### src/rtl/uart_pkg.sv
// uart_pkg: shared UART state encoding and frame constants.
package uart_pkg;
    typedef enum logic [2:0] {IDLE, LOAD, START, DATA, STOP} uart_tx_state_t;
    localparam logic UART_START_BIT  = 1'b0;
    localparam logic UART_STOP_BIT   = 1'b1;
    localparam int   UART_FRAME_BITS = 10;
endpackage

### src/rtl/uart_baud_cnt.sv
// uart_baud_cnt: free-running bit-period counter; tick marks the last cycle of each period.
module uart_baud_cnt #(
    parameter int CLKS_PER_BIT = 16
) (
    input  logic clk,
    input  logic rst,
    input  logic clear,
    output logic tick
);
    localparam int W = $clog2(CLKS_PER_BIT);
    logic [W-1:0] cnt_q, cnt_d;
    assign tick = cnt_q == W'(CLKS_PER_BIT - 1);
    always_comb cnt_d = (clear || tick) ? '0 : cnt_q + W'(1);
    always_ff @(posedge clk) begin
        if (rst) cnt_q <= '0;
        else     cnt_q <= cnt_d;
    end
endmodule

### src/rtl/fifo_uart_tx.sv
// fifo_uart_tx: drains bytes from a registered-read FIFO and sends them as 8N1 frames.
module fifo_uart_tx
    import uart_pkg::*;
#(
    parameter int DATA_WIDTH   = 8,
    parameter int CLKS_PER_BIT = 16
) (
    input  logic                  clk,
    input  logic                  rst,
    input  logic                  tx_en,
    input  logic                  fifo_empty,
    input  logic [DATA_WIDTH-1:0] fifo_data,
    output logic                  fifo_rd_en,
    output logic                  tx,
    output logic                  busy,
    output logic                  tx_done
);
    uart_tx_state_t state_q, state_d;
    logic [DATA_WIDTH-1:0] shift_q, shift_d;
    logic [2:0] bit_q, bit_d;
    logic tx_q, tx_d, busy_q, busy_d, tick;
    assign tx   = tx_q;
    assign busy = busy_q;
    uart_baud_cnt #(.CLKS_PER_BIT(CLKS_PER_BIT)) u_baud (
        .clk  (clk),
        .rst  (rst),
        .clear(state_q == LOAD),
        .tick (tick)
    );
    always_ff @(posedge clk) begin
        if (rst) state_q <= IDLE;
        else     state_q <= state_d;
    end
    always_comb begin
        state_d = state_q;
        case (state_q)
            IDLE:    if (fifo_rd_en) state_d = LOAD;
            LOAD:    state_d = START;
            START:   if (tick) state_d = DATA;
            DATA:    if (tick && bit_q == 3'(DATA_WIDTH - 1)) state_d = STOP;
            STOP:    if (tick) state_d = fifo_rd_en ? LOAD : IDLE;
            default: state_d = IDLE;
        endcase
    end
    // Strobe is masked during reset so a held reset never pops the FIFO.
    always_comb begin
        tx_done    = state_q == STOP && tick;
        fifo_rd_en = !rst && tx_en && !fifo_empty && (state_q == IDLE || tx_done);
    end
    // tx/busy are registered from next-state so the line changes on the state boundary.
    always_comb begin
        shift_d = state_q == LOAD ? fifo_data : (state_q == DATA && tick) ? shift_q >> 1 : shift_q;
        bit_d   = state_q == LOAD ? 3'd0 : (state_q == DATA && tick) ? bit_q + 3'd1 : bit_q;
        tx_d    = state_d == START ? UART_START_BIT : state_d == DATA ? shift_d[0] : UART_STOP_BIT;
        busy_d  = state_d != IDLE;
    end
    always_ff @(posedge clk) begin
        if (rst) begin
            shift_q <= '0;
            bit_q   <= '0;
            tx_q    <= UART_STOP_BIT;
            busy_q  <= 1'b0;
        end else begin
            shift_q <= shift_d;
            bit_q   <= bit_d;
            tx_q    <= tx_d;
            busy_q  <= busy_d;
        end
    end
endmodule
### config.mk
export PLATFORM = sky130hd
export DESIGN_NAME = fifo_uart_tx
export DESIGN_NICKNAME = d
export VERILOG_FILES = /design/src/rtl/uart_pkg.sv /design/src/rtl/uart_baud_cnt.sv /design/src/rtl/fifo_uart_tx.sv
export SDC_FILE = /design/constraint.sdc
export NUM_CORES = 1
export LEC_CHECK = 0
export BUFFER_PORTS_ARGS = -buffer_cell sky130_fd_sc_hd__buf_2
export CAP_MARGIN = 20
export CORE_MARGIN = 4
export CORE_UTILIZATION = 57
export DETAILED_ROUTE_END_ITERATION = 8
export PLACE_DENSITY = 0.8
export SLEW_MARGIN = 20
export SYNTH_ARGS = -nofsm -noshare
export SYNTH_HDL_FRONTEND = slang
export SYNTH_SLANG_ARGS = --single-unit
### constraint.sdc
create_clock -name clk -period 4.3 [get_ports clk]
set_input_delay 0 -clock clk [delete_from_list [all_inputs] [get_ports clk]]
set_output_delay 0 -clock clk [all_outputs]
set_load 0.01 [all_outputs]
-- Word level (Yosys, flattened, before mapping)
Cells that the tools add are included.
- flip-flop bits (word level): 20
- input port bits: 12
- word-level logic and storage cells: 42
- add/sub/neg operators: 2
- equality and inequality tests: 8
- multiplexer cells: 10
- reduce and logical (&&, ||, !) cells: 15
- operators with widths (operator ; count):
    two-way mux 8 bit ; 2
    case mux 3 bit (5 select lines) ; 1
    == test 3 x 2 -> 1 bit (second input constant) ; 4
    two-way mux 3 bit ; 4
    == test 3 bit (second input constant) ; 2
    logical AND 1 bit ; 6
    adder 4 x 1 -> 4 bit (second input constant) ; 1
    == test 4 bit (second input constant) ; 1
    OR reduction 2 bit ; 2
    adder 3 x 1 -> 3 bit (second input constant) ; 1
    == test 3 x 1 -> 1 bit (second input constant) ; 1
    zero test 3 bit ; 1
    two-way mux 1 bit ; 3
    nonzero test 3 bit ; 1
    zero test 1 bit ; 2
    logical OR 1 bit ; 2
    nonzero test 2 bit ; 1

-- Depth between registers and ports, before layout
- word-level depth: 10
- depth in mapped cells: 7
- depth with buffers taken out: 5

-- Cells and area by module
From an unflattened synthesis, not the netlist that was laid out.
- cells, all modules: 94
- area total of the unflattened synthesis: 887.1 sq um
- modules (own cells, without submodules) (module ; instances ; cells an instance ; area an instance (sq um) ; seq. area each (sq um)):
    fifo_uart_tx ; 1 ; 78 ; 729.4 ; 320.3
    uart_baud_cnt ; 1 ; 16 ; 157.7 ; 80.1

-- Least setup slack after synthesis
Ideal clock, no wire load.
- path type: flip-flop to flip-flop
- start point: register u_baud.cnt_q[0]
- end point: register tx_q, in the netlist tx
- arrival: 1429 ps
- slack: 2742 ps
- cell stages (with the launch flop): 6
- buffers on the path: 0
- cells stage by stage: dfxtp_1 -> ha_1 -> and3_1 -> and3_1 -> a2111oi_2 -> o21ai_2
- word-level cells in the longest chain between the ends: 10
- RTL lines (element ; line ; text):
    from (decl) ; uart_baud_cnt.sv:11 ; logic [W-1:0] cnt_q, cnt_d;
    from (signal assigned) ; uart_baud_cnt.sv:16 ; else cnt_q <= cnt_d;
    == test 4 bit (*) ; uart_baud_cnt.sv:12 ; assign tick = cnt_q == W'(CLKS_PER_BIT - 1);
    logical AND 1 bit ; fifo_uart_tx.sv:47 ; tx_done = state_q == STOP && tick;
    logical OR 1 bit ; fifo_uart_tx.sv:48 ; fifo_rd_en = !rst && tx_en && !fifo_empty && (state_q == IDLE || tx_done);
    logical AND 1 bit ; fifo_uart_tx.sv:48 ;
    two-way mux 1 bit ; fifo_uart_tx.sv:41 ; STOP: if (tick) state_d = fifo_rd_en ? LOAD : IDLE;
    two-way mux 3 bit ; fifo_uart_tx.sv:41 ;
    case mux 3 bit (5 select lines) ; fifo_uart_tx.sv:36 ; case (state_q)
    == test 3 x 2 -> 1 bit ; fifo_uart_tx.sv:54 ; tx_d = state_d == START ? UART_START_BIT : state_d == DATA ? shift_d[0] : UART_STOP_BIT;
    two-way mux 1 bit ; fifo_uart_tx.sv:54 ;
    two-way mux 1 bit (*) ; fifo_uart_tx.sv:54 ;
    to (signal assigned) ; fifo_uart_tx.sv:66 ; tx_q <= tx_d;
    to (decl) ; fifo_uart_tx.sv:21 ; logic tx_q, tx_d, busy_q, busy_d, tick;
Mark *: on every way between the ends. The rest lies on a longest branch, timed or not. The select of a mux whose other input is x is not followed.
A chain may end at the register's enable or synchronous reset.

-- Final worst setup path
Same ends and word-level chain as after synthesis.

==> impl_metrics.tcl <==
set metrics [dict create \
    clock-sinks 20 \
    start_kind "flip-flop" \
    synth_nets 114 \
    worstRegToRegCells 5 \
    path_max_fanout 4 \
    worst-endpoint-required_ns 4.47 \
    antenna_violations_before_repair 0 \
    drt-pass1-iter-count 4 \
    clock_power_share_pct 27.3 \
    outcome "completed" \
    die_x_microns 49.3 \
    antenna_cells 0 \
    post-dp-hpwl_microns 1400 \
    initialDrtViolationCount 11 \
    max_slew.worst_pin.slew_ns 0.434 \
    cellInternalPower_uw 239 \
    post_cts_buffers 0 \
    syn_inst 99 \
    routedWlPerCell_microns 14.0 \
    cts-root-buf "sky130_fd_sc_hd__clkbuf_4" \
    initial_core_util_pct 62.3 \
    drive_gt1_share_pct 26.1 \
    hold-path-cell-count 3 \
    worst_skew_pair.late_latency_ns 0.29 \
    grt_start_max_net_pins 17 \
    final_cycle_utilization_of_the_critical_path_pct 39.3 \
    power.share.combinational_pct 9.8 \
    setup.worst_path.class "flip-flop to flip-flop" \
    power.sequential.fraction_pct 62.9 \
    power_leakage_uw 0.000448 \
    final_cell_area_sq_mm 0.00108 \
    timing.hold.worst.start "fifo_data[2]" \
    cap_viol_max_count 0 \
    report.final.setup_viol 0 \
    worstSetupEndpointType "flip-flop" \
    netSwitchingFraction_pct 23.6 \
    finalNetCount 132 \
    synth.ff_latch_count 20 \
    most-common-layout-cells "sky130_fd_sc_hd__dfxtp_1, sky130_fd_sc_hd__nor2_1, sky130_fd_sc_hd__buf_2" \
    cellPowerDensity_mw_per_mm2 288 \
    timing_max_transition_violations_final 0 \
    irDropWorstVdd_v 0.000271 \
    synth.lib_cells_used.distinct 30 \
    die_height_microns 49.3 \
    layout.cells.most_common "sky130_fd_sc_hd__dfxtp_1" \
    routed_via_density 5.89 \
    floorplan.rows 14 \
    dominantRegCellSynth "sky130_fd_sc_hd__dfxtp_1" \
    yosys.area.top_type_share_pct 41.2 \
    finalClockSkew_ns 0.00731 \
    gr-usage-all-layers_pct 17.3 \
    critPathArrivalTime_ns 1.86 \
    netlist.top_cell.by_area "sky130_fd_sc_hd__dfxtp_1" \
    timing.final.hold_violations 0 \
    synth.avg_cell_area_sq_um 9.81 \
    crit-reg2reg-launch "u_baud.cnt_q[0]" \
    wl_microns 1840 \
    place.gp.congestion 0.812 \
    port-buffer-count 15 \
    synthesis.yosys.warnings 0 \
    layout_min_cycle_time_ns 1.69 \
    max_freq_ghz 0.592 \
    h-tree-depth 1 \
    numCtsBuffers 3 \
    timing.max_slew.rel_slack_pct 71.0 \
    fin_setup_tns_ns 0 \
    ctsResizeCount 0 \
    die_area_sq_mm 0.00243 \
    clkSlewWorstSetupHoldPaths_ns 0.11 \
    power.net_switching_uw 74.0 \
    grt_pass1_wl_microns 3280 \
    core_area_sq_mm 0.00156 \
    whs_endpoint "shift_q[2]" \
    drt_drc 0 \
    ios 16 \
    place_area_sq_mm 0.00104 \
    netlist_area_sq_um 971 \
    synth_enable_flop_cells 0 \
    setup_repair_after_global_routing_missed_its_margin "false" \
    detail-route-antenna-nets 0 \
    grt-ovfl-total 0 \
    routed-via-count 771 \
    synth-seq-area-share_pct 41.2 \
    yosys-top-cells-area "sky130_fd_sc_hd__dfxtp_1, sky130_fd_sc_hd__a211oi_2, sky130_fd_sc_hd__mux2i_1, sky130_fd_sc_hd__nor2_1, sky130_fd_sc_hd__ha_1" \
    post_synthesis_to_final_layout_area_growth_pct 11.7 \
    cts.hold.buffers_added 2 \
    asyncSetResetFlopFracSynth_pct 0 \
    first_global_vias 772 \
    hold_path_class "input pin to flip-flop" \
    worst-r2r-setup-slack_ns 2.61 \
    timing.rr.end "tx" \
    cts_tree "done" \
    ctsLongestPathBuffers 2 \
]
[cell families (layout without fill, tap and decap cells)]
kind of cell               Yosys count  after routing  share of synthesized area, %
buffers and inverters                5             21                          2.83
muxes                                7              7                          7.22
DFF                                 20             20                          41.2
xor gates and xnor gates             3              3                          2.71
and+or+nand+nor                     42             42                          24.5
adders and majority gates            3              3                          3.87
AOI/OAI and AO/OA                   19             19                          17.7
[worst max path at each step]
stage | start | to | slack (ns) | cells past startpoint
floorplan | u_baud.cnt_q[0] | tx | 2.74 | 5
global placement | u_baud.cnt_q[0] | tx | 2.70 | 5
detailed placement | u_baud.cnt_q[0] | tx | 2.63 | 5
CTS | u_baud.cnt_q[0] | tx | 2.61 | 5
global route | u_baud.cnt_q[0] | tx | 2.48 | 5
finish | u_baud.cnt_q[0] | tx | 2.61 | 5
[registers in the layout (all words and copies together) (netlist names)]
signal and count:
tx 1, bit_q 3, busy 1, u_baud.cnt_q 4
shift_q 8, state_q 3
[metrics by stage]
stage                     setup WS, ns  instances  hold WS, ns  util (%)  power, uW
after detailed placement          2.63        126        0.267      66.9        230
after floorplan                   2.74         99       0.0721         -        220
after global placement            2.70        126        0.253      66.9        229
after global routing              2.48        131       0.0197      69.6        329
after CTS                         2.61        131       0.0180      69.6        314
final                             2.61        131       0.0226      69.6        313
[synth_stat cells, types with 2 or more instances]
library cell	instances
sky130_fd_sc_hd__a211oi_1	3
sky130_fd_sc_hd__xnor2_1	2
sky130_fd_sc_hd__nor2_1	16
sky130_fd_sc_hd__a21oi_1	4
sky130_fd_sc_hd__nor3b_1	2
sky130_fd_sc_hd__buf_4	2
sky130_fd_sc_hd__mux2i_1	7
sky130_fd_sc_hd__nand2b_1	3
sky130_fd_sc_hd__and3_1	4
sky130_fd_sc_hd__a211oi_2	6
sky130_fd_sc_hd__nand3_1	3
sky130_fd_sc_hd__nand2_1	6
sky130_fd_sc_hd__nor3_1	3
sky130_fd_sc_hd__ha_1	3
sky130_fd_sc_hd__dfxtp_1	20
[power by group through the flow]
stage                     logic, uW  clock network [uW]  registers [uW]
final                          30.7                85.5             197
after floorplan                19.6                   0             200
after global routing           34.8                96.2             198
after global placement         28.4                   0             201
after CTS                      30.8                86.5             197
after detailed placement       29.4                   0             201
[final cells by class]
class                           instances  area [sq um]
Sequential cell                        20           400
Multi-Input combinational cell         74           543
Inverter                                1          3.75
Timing Repair Buffer                   17          95.1
Tap cell                               16          20.0
Fill cell                             130           474
Clock buffer                            3          22.5
[worst max-delay path, stage by stage, from the launching register on]
cell and delay, ns:
sky130_fd_sc_hd__dfxtp_1 0.34, sky130_fd_sc_hd__ha_1 0.25, sky130_fd_sc_hd__and3_1 0.23, sky130_fd_sc_hd__and3_1 0.21, sky130_fd_sc_hd__a2111oi_2 0.43, sky130_fd_sc_hd__o21ai_2 0.10
[layer usage]
metal / up-vias / global-route usage [%] / share of wire [%]
met1: 368 / 19.2 / 44
met5: - / 0 / 0
met4: 0 / 4.27 / 0.60
li1: 390 / - / -
met2: 11 / 32.4 / 51
met3: 2 / 3.98 / 3.9
Note: power is estimated with default switching activity, not from simulation.
